## src/rtl/single_port_ram.sv

```systemverilog
// 64 x 8 synchronous single-port RAM with a shared address bus and a registered,
// write-through read port. Reset clears only the output register.
module single_port_ram #(
    parameter int DATA_WIDTH = 8,
    parameter int ADDR_WIDTH = 6,
    parameter int DEPTH      = 2 ** ADDR_WIDTH
) (
    input  logic                  clk,
    input  logic                  rst_n,
    input  logic                  we,
    input  logic [ADDR_WIDTH-1:0] addr,
    input  logic [DATA_WIDTH-1:0] data,
    output logic [DATA_WIDTH-1:0] dout
);

    logic [DATA_WIDTH-1:0] mem [DEPTH];

    // NOTE: the array has no reset branch so it maps onto RAM macros; reset only
    // gates the write enable, which keeps stored words intact across a reset.
    always_ff @(posedge clk) begin
        if (rst_n && we) begin
            mem[addr] <= data;
        end
    end

    // NOTE: non-blocking assignments keep the read of mem[addr] from seeing the
    // write made at the same edge; write-through comes from selecting data directly.
    always_ff @(posedge clk) begin
        if (!rst_n) begin
            dout <= '0;
        end else if (we) begin
            dout <= data;
        end else begin
            dout <= mem[addr];
        end
    end

endmodule

```

## config.mk

```make
export PLATFORM = sky130hd
export DESIGN_NAME = single_port_ram
export DESIGN_NICKNAME = d
export VERILOG_FILES = /design/src/rtl/single_port_ram.sv
export SDC_FILE = /design/constraint.sdc
export NUM_CORES = 1
export LEC_CHECK = 0
export ABC_AREA = 0
export BUFFER_PORTS_ARGS = -buffer_cell sky130_fd_sc_hd__buf_2
export CELL_PAD_IN_SITES_DETAIL_PLACEMENT = 0
export CELL_PAD_IN_SITES_GLOBAL_PLACEMENT = 1
export CORE_ASPECT_RATIO = 0.7
export CORE_MARGIN = 2
export CORE_UTILIZATION = 50
export CTS_BUF_LIST = sky130_fd_sc_hd__clkbuf_16
export DETAILED_ROUTE_END_ITERATION = 6
export PLACE_DENSITY = 0.7
export SYNTH_ARGS = -nofsm -noshare
export SYNTH_HDL_FRONTEND = slang
export SYNTH_SLANG_ARGS = --single-unit
```

## constraint.sdc

```tcl
create_clock -name clk -period 3.11 [get_ports clk]
set_input_delay 0.4665 -clock clk [delete_from_list [all_inputs] [get_ports clk]]
set_output_delay 0.4665 -clock clk [all_outputs]
set_load 0.03 [all_outputs]
```

==> impl_metrics.ini, run 1 <==
[routing]
wl_um = 58100
vias_per_cell = 6.40
drtIter0Drc = 1616
drc = 0
vias = 12100
ant_nets = 0
drt-pass1-iter-count = 5
wire_per_inst_um = 30.7

[placed_design]
port_buffers = 24
gp_congestion = 0.906
place_inst = 1807
hpwlAfterDp_um = 37200
placed_area_mm2 = 0.0220

[finish]
fin_nets = 1339
stdcell_count = 1894
final_layout_size_suffix_gt1_frac = 0.234
stdcell_area_mm2 = 0.0235
mostFrequentLayoutCells = edfxtp_1, buf_4, nor2_1, mux2i_1, a22oi_1
mostFrequentLayoutCell = edfxtp_1
area_growth_pct = 15.2

[sta]
timing.final.crit_share = 0.768
hold_viol = 0
fmax_mhz = 418
tightest_slew_ns = 1.14
slew_violations = 0
rsz0062_at_grt = no
fin_skew_ns = 0.0229
tns_ns = 0
period_minus_slack_ns = 2.39
slew_headroom = 0.240
setup_viol = 0

[clock_network]
cts_resized = 0
clk_path_buf_depth = 3
cts_root_buf = clkbuf_16
clkLatencyLatePin_ns = 0.57
htree_levels = 2
hold_buffers = 0
cts_sinks = 520
cts_tree = yes
clkTransAtPathRegs_ns = 0.07
cts_made_buffers = 48
cts_post_setup_buffers_inserted = 0

[pwr]
p_leak_nw = 7.77
power.density_mw_per_mm2 = 609
ir_drop_uv = 485

[yosys]
synth_ff_type = edfxtp_1
yosys_warnings = 0
synth_seq_cells = 520
ys_async_sr_fraction = 0
synth_edf_count = 512
synthesis.area_mm2 = 0.0204
seq_area_frac_synth = 0.763
syn_inst = 1174
syn_avg_cell_area_um2 = 17.4
synth_nets = 1191
synthDistinctLibCells = 62

[setup_path]
slowest_delay_ns = 0.61
setup.worst_path.end_class = flop
path_max_fanout = 20
reg2reg_slack_ns = 1.02
crit_type = in -> reg
crit_slowest_cell = o21ai_0
critPathRequiredTime_ns = 3.57
r2r_end = dout[0]$_SDFF_PN0_
startpoint_type = primary input
critPathArrivalTime_ns = 2.85
worstPathCellList = buf_4, buf_4, mux2_2, a221oi_1, a21oi_1, o21ai_0, nand4_1, o221a_2
reg2reg_from = mem[6][0]$_DFFE_PP_
r2r_cells = 5
cpMostUsedCell = buf_4

[min_path]
min_path_type = in -> reg
min_to = dout[0]$_SDFF_PN0_
worstHoldStart = rst_n
hold-path-cell-count = 2

[die]
rows = 61
dieArea_mm2 = 0.0424
die_w_um = 245
die_y_um = 173
core_area_mm2 = 0.0399
start_util = 0.510
io_pins = 25

[global_route]
grt-ovfl-total = 0
grt_pass1_wl_um = 84400
grt_max_degree = 66
grtUsageTotal = 0.278
grt_pass1_vias = 11600
antenna_found_initial = 1

[job]
drv_cap = 0

[outcome]
outcome = complete, no violations
[metrics by stage]
stage	power [mW]	hold slack (ns)	setup WS (ns)	util
global placement	8.75	0.763	0.221	0.550
CTS	14.3	0.223	0.813	0.588
detailed placement	8.76	0.793	0.227	0.550
finish	14.3	0.246	0.720	0.588
floorplan	8.32	0.565	0.683	-
global route	14.7	0.238	0.650	0.588
[how the worst max path moves through the flow]
stage                     depth (start not counted)    start  slack [ns]                    to
after global placement                           10  addr[1]        0.22    dout[4]$_SDFF_PN0_
after detailed placement                         10  addr[1]        0.23    dout[4]$_SDFF_PN0_
after floorplan                                   8  addr[2]        0.68  mem[10][0]$_DFFE_PP_
after global routing                             10  addr[1]        0.65    dout[4]$_SDFF_PN0_
final                                             8  addr[1]        0.72    dout[7]$_SDFF_PN0_
after CTS                                         8  addr[1]        0.81    dout[7]$_SDFF_PN0_
[report_power, final]
part           leakage, nW  switching, mW  internal [mW]  total (mW)
sequential            4.67         0.0164           7.73        7.75
clock                0.765           2.50           3.17        5.67
combinational         2.34          0.599          0.279       0.878
total                 7.77           3.11           11.2        14.3
[worst max-delay path: cells and delay by family]
kind / cells / cell delay [ns]
AO/OA/AOI/OAI: 4 / 1.17
buffers and inverters: 2 / 0.64
multiplexers: 1 / 0.37
AND/OR/NAND/NOR: 1 / 0.16
[state kept, by name, indices dropped and copies added, names as in the netlist]
register and count:
dout 8, mem 512
[cell type report]
cell class / instances / area, um2
fill: 3053 / 16500
sequential: 520 / 15500
antenna: 1 / 2.50
tap: 535 / 669
clock buffer: 49 / 1230
clock inverter: 37 / 259
multi-input combinational: 574 / 4450
inverter: 4 / 15.0
timing repair buffer: 174 / 1310
[cells by family (layout without fill, tap and decap cells)]
kind of cell	after synthesis	count (layout)	synth area share
other	0	1	0
flip-flops	520	520	0.763
AO/OA/AOI/OAI	257	257	0.0912
buffers and inverters	80	264	0.0198
AND/OR/NAND/NOR	189	189	0.0411
multiplexers	128	128	0.0853
[synth_stat cells (all sizes together), types with 14 or more instances]
master / instances / area (um2)
a22oi: 52 / 390
buf: 51 / 295
a21oi: 34 / 170
o21ai: 44 / 220
a221oi: 39 / 348
mux4: 32 / 721
nor2: 87 / 327
nand3: 14 / 70.1
edfxtp: 512 / 15400
mux2: 42 / 477
mux2i: 54 / 541
clkbuf: 25 / 93.8
nand2: 47 / 176
[routing by layer]
metal / GRT usage / vias to the layer above / routed length [um]
met5: 0 / - / 0
met4: 0.0755 / 0 / 1430
met3: 0.0483 / 94 / 6010
met2: 0.385 / 735 / 24700
met1: 0.453 / 6218 / 25900
li1: - / 5077 / -
No activity file was read; power rests on OpenSTA's default activity.
==> run 2: changes to the inputs <==
clock period = 2.2 ns   (was 3.11 ns; I/O delays follow)
==> run 2 against run 1 <==
Effect of this change: cell area increased by 5.1%; global-route usage increased by 0.41 points; combinational power rose by 62%; clock skew fell by 0.0044 ns; setup slack got worse by 0.64 ns; critical endpoint is now dout[4]$_SDFF_PN0_.
==> impl_metrics.ini, run 2 (synthesis gave the netlist of run 1 again) <==
[sta]
fin_ws_ns = 0.0798
setup_viol = 0
slew_headroom = 0.405
slew_violations = 0
tns_ns = 0
timing.final.crit_share = 0.964
fmax_mhz = 472
hold_ws_ns = 0.163
tightest_slew_ns = 0.888
period_minus_slack_ns = 2.12
hold_viol = 0
fin_skew_ns = 0.0185
rsz0062_at_grt = no

[finish]
area_growth_pct = 21.0
fin_util = 0.617
regMostFlops = mem
mostFrequentLayoutCells = edfxtp_1, buf_4, nor2_1, mux2i_1, a22oi_1
mostFrequentLayoutCell = edfxtp_1
fillers = 2943
fin_nets = 1459
final_layout_size_suffix_gt1_frac = 0.304
top_regs = mem (512), dout (8)
largest_reg_flops = 512

[clock_network]
cts_sinks = 520
cts_tree = yes
cts_root_buf = clkbuf_16
clkLatencyLatePin_ns = 0.58
hold_buffers = 0
htree_levels = 2
clkTransAtPathRegs_ns = 0.07
cts_made_buffers = 49
cts_post_setup_buffers_inserted = 0
clk_path_buf_depth = 3

[routing]
drt-pass1-iter-count = 5
wire_per_inst_um = 29.3
drtIter0Drc = 1501
drc = 0
vias_per_cell = 6.17
wl_um = 59200
vias = 12400
ant_nets = 0

[setup_path]
crit_slowest_cell = nor4b_2
startpoint_type = primary input
slowest_delay_ns = 0.47
crit_type = in -> reg
cpLargestDelayFamily = buffers and inverters
critPathRequiredTime_ns = 2.63
cpMostUsedCell = buf_4
cp_num_buf_inv = 4
setup.worst_path.end_class = flop
worstPathCellList = buf_6, buf_4, nor2_1, buf_4, a221oi_1, nor2_1, o21ai_0, buf_4, nor4b_2, a31oi_1
critPathArrivalTime_ns = 2.55
r2r_cells = 7
cp.depth = 10
path_max_fanout = 14

[global_route]
grtUsageTotal = 0.282
grt_max_degree = 66
grt_pass1_vias = 12200
grt_pass1_wl_um = 85500
grt-ovfl-total = 0
antenna_found_initial = 2

[min_path]
hold-path-cell-count = 1
min_path_type = in -> reg

[pwr]
power_mw = 20.9
ir_drop_uv = 751
p_leak_nw = 8.46
power.density_mw_per_mm2 = 847

[job]
drv_cap = 0

[outcome]
outcome = complete, no violations

[die]
start_util = 0.510
die_y_um = 173
core_area_mm2 = 0.0399
rows = 61
dieArea_mm2 = 0.0424
io_pins = 25
die_w_um = 245

[placed_design]
place_ws_ns = -0.731
hpwlAfterDp_um = 39900
port_buffers = 24
gp_congestion = 0.916
## run 2: worst reg2reg max path, delay by kind of cell, from the launching register on
family                 cells  cell delay [ns]
AO/OA/AOI/OAI              2             0.73
buffers and inverters      1             0.15
flip-flops                 1             0.35
multiplexers               1             0.48
AND/OR/NAND/NOR            3             0.29
## run 2: what timing repair did
item / CTS / global route
resized for setup: 1 / 1
setup endpoints to repair: 1 / 1
gates cloned: 0 / 0
## run 2: layout make-up
class / count / area (um2) / area share
inverters: 4 / 15.0 / 0.000609
well taps: 535 / 669 / 0.0272
clock inverters: 40 / 340 / 0.0138
flip-flops and latches: 520 / 15500 / 0.630
repair buffers: 293 / 2350 / 0.0955
multi-input cells: 574 / 4450 / 0.181
diodes: 1 / 2.50 / 0.000102
clock buffers: 51 / 1280 / 0.0518
## run 2: layer usage
metal	vias up	global-route usage	wire [um]
li1	5322	-	-
met1	6338	0.429	25800
met4	4	0.0755	1610
met5	-	0.00792	59
met3	105	0.0844	6520
met2	680	0.397	25200
## run 2: where the power goes
| part | switching (mW) | internal (mW) |
|---|---|---|
| logic | 0.882 | 0.540 |
| registers | 0.0223 | 10.9 |
| clock network | 3.62 | 4.90 |
## run 2: final timing paths
check / start / endpoint / slack (ns)
setup / recovery: addr[2] / dout[4]$_SDFF_PN0_ / 0.08
hold / removal: data[5] / mem[15][5]$_DFFE_PP_ / 0.16
setup reg to reg: mem[38][0]$_DFFE_PP_ / dout[0]$_SDFF_PN0_ / 0.10
hold reg to reg: mem[33][0]$_DFFE_PP_ / dout[0]$_SDFF_PN0_ / 0.82
## run 2: stage by stage
stage | std cells | instance area (um2)
final | 2018 | 24600
after global routing | 2018 | 24600
after CTS | 2017 | 24600
after detailed placement | 1926 | 23000
after global placement | 1926 | 23000
after floorplan | 1174 | 20400
